===== config.mk =====
export PLATFORM = sky130hd
export DESIGN_NAME = reward_weight_updater
export DESIGN_NICKNAME = d
export VERILOG_FILES = /design/src/rtl/snn_pkg.sv /design/src/rtl/rstdp_update_alu.sv /design/src/rtl/reward_weight_updater.sv
export SDC_FILE = /design/constraint.sdc
export NUM_CORES = 1
export LEC_CHECK = 0
export ABC_AREA = 1
export CORE_MARGIN = 10
export CORE_UTILIZATION = 45
export DETAILED_ROUTE_END_ITERATION = 16
export PLACE_DENSITY_LB_ADDON = 0.3
export SYNTH_ARGS = -nofsm -noshare
export SYNTH_HDL_FRONTEND = slang
export SYNTH_SLANG_ARGS = --single-unit

===== constraint.sdc =====
create_clock -name clk -period 5.2 [get_ports clk]
set_input_delay 0.52 -clock clk [delete_from_list [all_inputs] [get_ports clk]]
set_output_delay 0.52 -clock clk [all_outputs]
set_load 0.05 [all_outputs]

===== src/rtl/snn_pkg.sv =====
// Shared types and helpers for the reward-modulated STDP weight updater.
package snn_pkg;

  typedef enum logic [2:0] {
    IDLE  = 3'd0,
    READ  = 3'd1,
    CALC  = 3'd2,
    WRITE = 3'd3,
    DONE  = 3'd4
  } state_t;

  localparam int SNN_RW_W    = 8;
  localparam int SNN_TRACE_W = 8;
  localparam int PROD_W      = SNN_RW_W + SNN_TRACE_W;

  // Wide enough for any sign-extended update sum; callers keep the low bits.
  localparam int SAT_W = 32;

  // Clamp a signed sum into the unsigned range [0, 2^dw-1].
  function automatic logic [SAT_W-1:0] sat_unsigned(input logic signed [SAT_W-1:0] sum,
                                                    input int dw);
    logic signed [SAT_W-1:0] max_v;
    max_v = (SAT_W'(1) << dw) - SAT_W'(1);
    if (sum < 0)
      sat_unsigned = '0;
    else if (sum > max_v)
      sat_unsigned = max_v;
    else
      sat_unsigned = sum;
  endfunction

endpackage


===== src/rtl/rstdp_update_alu.sv =====
// Combinational weight update: wnew = sat(w + ((reward * trace) >>> SHIFT)).
module rstdp_update_alu
  import snn_pkg::*;
#(
  parameter int DW      = 8,
  parameter int TRACE_W = SNN_TRACE_W,
  parameter int RW_W    = SNN_RW_W,
  parameter int SHIFT   = 2
) (
  input  logic [DW-1:0]      i_w,
  input  logic [RW_W-1:0]    i_reward,
  input  logic [TRACE_W-1:0] i_trace,
  output logic [DW-1:0]      o_wnew
);

  localparam int P_W   = RW_W + TRACE_W;
  localparam int SUM_W = P_W + 1;

  logic signed [P_W-1:0]   w_reward_x;
  logic signed [P_W-1:0]   w_trace_x;
  logic signed [P_W-1:0]   w_prod;
  logic signed [P_W-1:0]   w_delta;
  logic signed [SUM_W-1:0] w_sum;
  logic signed [SAT_W-1:0] w_sum_x;
  logic [SAT_W-1:0]        w_sat;
  logic                    w_unused_sat;

  // Operands are widened first so the product is exact in P_W bits.
  assign w_reward_x = {{TRACE_W{i_reward[RW_W-1]}}, i_reward};
  assign w_trace_x  = {{RW_W{i_trace[TRACE_W-1]}}, i_trace};
  assign w_prod     = w_reward_x * w_trace_x;
  assign w_delta    = w_prod >>> SHIFT;
  assign w_sum      = $signed({{(SUM_W-DW){1'b0}}, i_w}) + $signed({w_delta[P_W-1], w_delta});
  assign w_sum_x    = {{(SAT_W-SUM_W){w_sum[SUM_W-1]}}, w_sum};
  assign w_sat      = sat_unsigned(w_sum_x, DW);
  assign o_wnew     = w_sat[DW-1:0];
  assign w_unused_sat = ^w_sat[SAT_W-1:DW];

endmodule


===== src/rtl/reward_weight_updater.sv =====
// Sweeps every synapse on a reward event: read weight, apply R-STDP update, write back.
module reward_weight_updater
  import snn_pkg::*;
#(
  parameter int ADDR_W  = 4,
  parameter int DW      = 8,
  parameter int TRACE_W = 8,
  parameter int RW_W    = 8,
  parameter int SHIFT   = 2,
  parameter int N_SYN   = 1 << ADDR_W
) (
  input  logic               clk,
  input  logic               rst_n,
  input  logic               start,
  input  logic [RW_W-1:0]    reward,
  output logic               busy,
  output logic               done,
  output logic [ADDR_W-1:0]  trace_addr,
  input  logic [TRACE_W-1:0] trace_data,
  output logic               mem_we,
  output logic [ADDR_W-1:0]  mem_addr,
  output logic [DW-1:0]      mem_wdata,
  input  logic [DW-1:0]      mem_rdata,
  output state_t             o_state
);

  state_t            r_state;
  state_t            w_state_nxt;
  logic [ADDR_W-1:0] r_idx;
  logic [RW_W-1:0]   r_reward;
  logic [DW-1:0]     r_wnew;
  logic [DW-1:0]     w_wnew;
  logic              w_last;

  assign w_last = (r_idx == ADDR_W'(N_SYN - 1));

  rstdp_update_alu #(
    .DW      (DW),
    .TRACE_W (TRACE_W),
    .RW_W    (RW_W),
    .SHIFT   (SHIFT)
  ) u_alu (
    .i_w      (mem_rdata),
    .i_reward (r_reward),
    .i_trace  (trace_data),
    .o_wnew   (w_wnew)
  );

  always_ff @(posedge clk or negedge rst_n) begin
    if (!rst_n)
      r_state <= IDLE;
    else
      r_state <= w_state_nxt;
  end

  always_comb begin
    w_state_nxt = r_state;
    case (r_state)
      IDLE:    if (start) w_state_nxt = READ;
      READ:    w_state_nxt = CALC;
      CALC:    w_state_nxt = WRITE;
      WRITE:   w_state_nxt = w_last ? DONE : READ;
      DONE:    w_state_nxt = IDLE;
      default: w_state_nxt = IDLE;
    endcase
  end

  always_comb begin
    busy   = (r_state != IDLE);
    done   = (r_state == DONE);
    mem_we = (r_state == WRITE);
  end

  // idx returns to 0 after DONE so the shared address reads 0 while idle.
  always_ff @(posedge clk or negedge rst_n) begin
    if (!rst_n) begin
      r_idx    <= '0;
      r_reward <= '0;
      r_wnew   <= '0;
    end else begin
      case (r_state)
        IDLE: if (start) begin
          r_reward <= reward;
          r_idx    <= '0;
        end
        CALC:  r_wnew <= w_wnew;
        WRITE: if (!w_last) r_idx <= r_idx + 1'b1;
        DONE:  r_idx <= '0;
        default: ;
      endcase
    end
  end

  assign mem_addr   = r_idx;
  assign trace_addr = r_idx;
  assign mem_wdata  = r_wnew;
  assign o_state    = r_state;

endmodule


# [Yosys cells after proc, flatten, opt, wreduce, memory -nomap -nowiden]
# Cells that the tools add are included.
[classes] n_addsub=2 mul=1 div=0 n_lt_le_gt_ge=2 eq_ne=7 n_shift=0 muxes=8 n_bitwise=0 n_reduce_logical=5
[op_table] cell="8-bit by 8-bit multiplier with 16-bit output" count=1
[op_table] cell="8-bit 2-to-1 mux" count=2
[op_table] cell="9-bit by 14-bit adder with 15-bit output" count=1
[op_table] cell="15-bit by 9-bit greater-than comparator with 1-bit output, second input constant" count=1
[op_table] cell="15-bit by 1-bit less-than comparator with 1-bit output, second input constant" count=1
[op_table] cell="3-bit one-hot mux with 4 select lines" count=1
[op_table] cell="4-bit one-hot mux with 3 select lines" count=1
[op_table] cell="4-bit 2-to-1 mux" count=2
[op_table] cell="3-bit by 2-bit == test with 1-bit output, second input constant" count=2
[op_table] cell="3-bit 2-to-1 mux" count=2
[op_table] cell="3-bit nonzero test" count=2
[op_table] cell="4-bit by 1-bit adder with 4-bit output, second input constant" count=1
[op_table] cell="4-bit == test, second input constant" count=1
[op_table] cell="2-bit != test, second input constant" count=2
[op_table] cell="3-bit by 1-bit == test with 1-bit output, second input constant" count=1
[op_table] cell="3-bit == test, second input constant" count=1
[op_table] cell="3-bit zero test" count=1
[op_table] cell="3-bit AND reduction" count=1
[op_table] cell="2-bit AND reduction" count=1
[totals] ff_bits=23 latchBits=0 ram_bits=0 rom_bits=0 out_inout_bits=22 word_cells=29 n_memories=0

# [Depth between registers and ports, before layout]
[depth] ltp_word=5 mapped_depth=31 depth_no_buf=30

# [By module]
# A second synthesis with hierarchy kept.
[hier_totals] cells_unflattened=642 hier_area_um2=4559.4
[by_module_without_submodules] module="rstdp_update_alu" n_inst=1 cells_per_inst=522 area_each_um2=3464.6
[by_module_without_submodules] module="reward_weight_updater" n_inst=1 cells_per_inst=120 area_each_um2=1094.8

# [Worst setup path after synthesis]
# Ideal clock, no wire load.
[synth_path] path_kind="in2reg" start="in trace_data[6]" end="reg r_wnew[2], in the netlist mem_wdata[2]" t_arrival_ns=5.160 required_time_ns=5.082 slack_ns=-0.078 cell_stages=24 path_cell_list="clkbuf_1 > nand2_1 > fa_1 > fa_1 > inv_1 > fa_1 > fa_1 > ha_1 > nand2_1 > inv_1 > a21oi_1 > xnor2_1 > ha_1 > nand2_1 > nor3_1 > a21oi_1 > nor2_2 > nand2_2 > nand2_1 > nand2_1 > nor3_4 > nand3_1 > nand2_1 > nand2_1"
[synth_between] elab_chain_len=5 word_cells_on_any_way=6 classes_between="add/sub (1); mul (1); order compare (2); mux (2)"
[synth_lines] item="start, declared" line_no="reward_weight_updater.sv:19" rtl="input logic [TRACE_W-1:0] trace_data,"
[synth_lines] item="8-bit by 8-bit multiplier with 16-bit output *" line_no="rstdp_update_alu.sv:31" rtl="assign w_prod = w_reward_x * w_trace_x;"
[synth_lines] item="9-bit by 14-bit adder with 15-bit output *" line_no="rstdp_update_alu.sv:33" rtl="assign w_sum = $signed({{(SUM_W-DW){1'b0}}, i_w}) + $signed({w_delta[P_W-1], w_delta});"
[synth_lines] item="15-bit by 9-bit greater-than comparator with 1-bit output" line_no="snn_pkg.sv:26" rtl="else if (sum > max_v)"
[synth_lines] item="8-bit 2-to-1 mux" line_no="snn_pkg.sv:26"
[synth_lines] item="8-bit 2-to-1 mux *" line_no="snn_pkg.sv:24" rtl="if (sum < 0)"
[synth_lines] item="end signal, assigned" line_no="reward_weight_updater.sv:86" rtl="CALC: r_wnew <= w_wnew;"
[synth_lines] item="end, declared" line_no="reward_weight_updater.sv:31" rtl="logic [DW-1:0] r_wnew;"
# Every way passes the cells marked *; elsewhere a longest branch is shown, timed or not.
# A chain may end at the register's enable or synchronous reset.

# [Final worst setup path]
[layout_path] start="reg r_reward[7]" end="reg r_wnew[7], in the netlist mem_wdata[7]"
[layout_between] elab_chain_len=5 word_cells_on_any_way=6 classes_between="add/sub (1); mul (1); order compare (2); mux (2)"
[layout_lines] item="start, declared" line_no="reward_weight_updater.sv:30" rtl="logic [RW_W-1:0] r_reward;"
[layout_lines] item="start signal, assigned" line_no="reward_weight_updater.sv:83" rtl="r_reward <= reward;"
[layout_lines] item="8-bit by 8-bit multiplier with 16-bit output *" line_no="rstdp_update_alu.sv:31"
[layout_lines] item="9-bit by 14-bit adder with 15-bit output *" line_no="rstdp_update_alu.sv:33"
[layout_lines] item="15-bit by 9-bit greater-than comparator with 1-bit output" line_no="snn_pkg.sv:26"
[layout_lines] item="8-bit 2-to-1 mux" line_no="snn_pkg.sv:26"
[layout_lines] item="8-bit 2-to-1 mux *" line_no="snn_pkg.sv:24"
# Marks and branches as above.

==> Implementation_results.wiki <==
{| class="wikitable"
! Metric !! Value
|-
| Total of buffers placed on input and output ports || 48
|-
| Final max-slew violation count || 0
|-
| HP Start || mem_wdata[3]
|-
| Data arrival time at the worst-slack endpoint || 5.32 ns
|-
| Number of warning messages in the yosys log || 0
|-
| Status || completed
|-
| Clock tree skew after final layout || between 0.003 and 0.004 ns
|-
| Placed instance area || about 5400 um2
|-
| R2R depth || 26
|-
| Placeable core area || 9371 um2
|-
| Initial detailed-routing violation count || 178
|-
| Setup CP Type || reg -> reg
|-
| Kind of path behind the tightest hold check || reg -> reg
|-
| Total gr overflow || 0
|-
| DIE WIDTH || 118.6 um
|-
| Required time at the worst-slack endpoint || 5.38 ns
|-
| Capture point of the worst reg-to-reg path || mem_wdata[7]
|-
| Final-layout fill cell count || 849
|-
| Post-synthesis cell count || 615
|-
| Setup Slack @ Placement || -0.6516 ns
|-
| Hold Buf Count CTS || 0
|-
| Timing-limited maximum frequency || 0.1945 GHz
|-
| Most common library cell in the layout ignoring fill and taps || nand2_1
|-
| Post-Layout Inst Area || 5756 um2
|-
| Count of cell types in the netlist || 34
|-
| Worst setup slack after layout || 0.05939 ns
|-
| Area share of the leading cell type in the synthesized netlist || 0.2561
|-
| Highest-count cells in the layout ignoring fill and taps || 166 x nand2_1, 148 x inv_1, 67 x buf_4, 55 x fa_1, 40 x clkdlybuf4s50_1
|-
| Final estimated routing congestion in global placement || between 0.8 and 0.9
|-
| Length of the first detailed-routing pass in iterations || 4
|-
| Total Routing Usage GR || 0.1536
|-
| Worst flop-to-flop path startpoint || r_reward[7]
|-
| Full die area || 14070 um2
|-
| Unrepaired setup endpoints after global routing || yes
|-
| First-pass GRT wire length || around 19 mm
|-
| Via count || 4016
|-
| Syn_nets || 735
|-
| Total half-perimeter wirelength after legalization and detailed placement || 9.269 mm
|-
| Area taken by flip-flops and latches || 581.8 um2
|-
| Area growth from synthesis to layout || 31.47%
|-
| Kind of end point of the critical path || flop
|-
| Top fanout value on the critical path || 8
|-
| Post-synthesis cell type with the largest combined area || fa_1
|-
| # IOs || just under 50
|-
| Vias in the first global route || 4204
|-
| CTS tree || yes
|-
| Proportion of synthesized chip area in sequential cells || 0.1315
|-
| Final wirelength || 11.17 mm
|-
| Ant. Diodes || 0
|-
| Multi-input combinational cell area || 3358 um2
|-
| Count of cells along the worst hold path || 2
|-
| Dominant cells by area after synthesis || fa_1 26%, nand2_1 16%, inv_1 14%
|-
| Height of the die || 118.6 um
|-
| Total of flip-flops plus latches after synthesis || 23
|-
| Starting density of the core || 0.4672
|-
| Number of buffers between clock root and the deepest sink || 2
|-
| Fraction of final layout cells sized beyond drive strength 1 || 0.2424
|-
| Register-to-register path setup slack || 0.06 ns
|-
| Routed wire length per instance || 13.12 um
|-
| Max-slew headroom || 0.6402
|-
| Remaining routing DRC violations || 0
|-
| Hold Violations, Final || 0
|-
| Mean cell area of the mapped netlist || around 7.1 um2
|-
| Nets || 843
|-
| Max-cap viol count || 0
|-
| Depth of the CTS H-tree || 1
|-
| Number of antenna violations at the first check in global routing || 0
|-
| Type of origin of the critical path || flop
|-
| Number of core rows || 35
|-
| Clock latency on the worst-skew pair || 0.28 ns
|-
| Clock transition at the registers of the reported paths || 0.10 ns
|-
| Number of nets with antenna violations after routing || 0
|-
| Num Clock Sinks || 23
|-
| Root buf cell || clkbuf_8
|-
| Slew of the pin with the lowest slew margin || approximately 0.54 ns
|-
| Beginning of the critical path || r_reward[7]
|-
| Cts bufs inserted || 3
|-
| Synthesized area || ~4400 um2
|-
| Vias per inst || 4.719
|-
| Maximum number of pins on one net before global-route repair || 24
|-
| Final setup violation count || 0
|-
| Final worst-path cycle share || 0.9886
|-
| Capturing instance or port of the critical path || mem_wdata[7]
|-
| Min cycle time layout || 5.141 ns
|}
routing by layer:
| metal | vias up | track usage | share of wire |
|---|---|---|---|
| met5 | - | 0 | 0 |
| met4 | 0 | 0.02519 | 0.010 |
| met3 | 10 | 0.01571 | 0.034 |
| met2 | 78 | 0.2849 | 0.51 |
| met1 | 1912 | 0.1884 | 0.45 |
| li1 | 2016 | - | - |
registers in the layout, summed over array words and instances (netlist names):
register,flops
o_state,3
r_reward,8
mem_addr,4
mem_wdata,8
through the flow:
step	hold WS [ns]	cells	util	setup TNS (ns)
final	0.4856	851	0.6142	0
after global routing	0.5246	851	0.6142	-1.608
after CTS	0.4901	842	0.5865	0
after detailed placement	0.4644	838	0.5786	-5.100
after global placement	0.4647	838	0.5786	-3.998
after floorplan	0.2244	615	-	0
cells in the mapped netlist, drive strengths merged:
master  number
a21oi       17
fa          56
nand3b       5
ha          37
a22o         1
a32o         1
dfrtp       23
inv        162
nand3       35
or2          1
buf          4
o21ai        6
xor2         8
a21o         1
o21bai       1
nor2        33
nand2      193
mux2         7
nor3         3
xnor2        5
nand4        3
clkbuf      12
a31oi        1
what timing repair did:
item,4_1_cts,5_1_grt
resized for setup,19,73
setup buffers,0,9
pin swaps,9,38
endpoints found under the setup margin,8,8
area by class of cell:
| class | count | area share |
|---|---|---|
| multi-input combinational | 414 | 0.5835 |
| timing repair buffer | 119 | 0.1733 |
| inverter | 162 | 0.1057 |
| sequential | 23 | 0.1011 |
| tap | 129 | 0.02804 |
| clock buffer | 3 | 0.007174 |
| clock inverter | 1 | 0.001304 |
logic make-up after synthesis:
group | Yosys count | share of synthesized area
xor gates and xnor gates | 13 | 0.02601
DFF | 23 | 0.1315
adders and majority gates | 93 | 0.3618
and+or+nand+nor | 273 | 0.2678
buffers and inverters | 178 | 0.1560
muxes | 7 | 0.01801
AOI/OAI and AO/OA | 28 | 0.03887
worst min-delay path by stage:
stage	endpoint	slack (ns)
floorplan	mem_addr[0]	0.22
global placement	mem_wdata[3]	0.46
detailed placement	mem_wdata[2]	0.46
CTS	mem_wdata[2]	0.49
global route	mem_wdata[2]	0.52
finish	mem_wdata[3]	0.49
critical path: stages (launching register included):
cell	delay [ns]
dfrtp_2	0.46
nand2_2	0.07
inv_2	0.04
fa_1	0.49
inv_1	0.05
fa_1	0.50
inv_2	0.04
fa_1	0.56
fa_1	0.45
ha_4	0.33
nand3_2	0.07
nand3_2	0.09
xor2_1	0.18
ha_1	0.30
a21o_1	0.17
nor2_1	0.10
nand2_1	0.08
nand2_1	0.09
nand2_2	0.07
nand2_2	0.07
inv_2	0.05
nand3_1	0.08
nand2_2	0.07
nor3_4	0.38
nand3_1	0.13
nand2_1	0.08
nand2_1	0.05
Power is not shown: default switching activity piles up to over one toggle a cycle in this logic, so the estimate is an artifact.
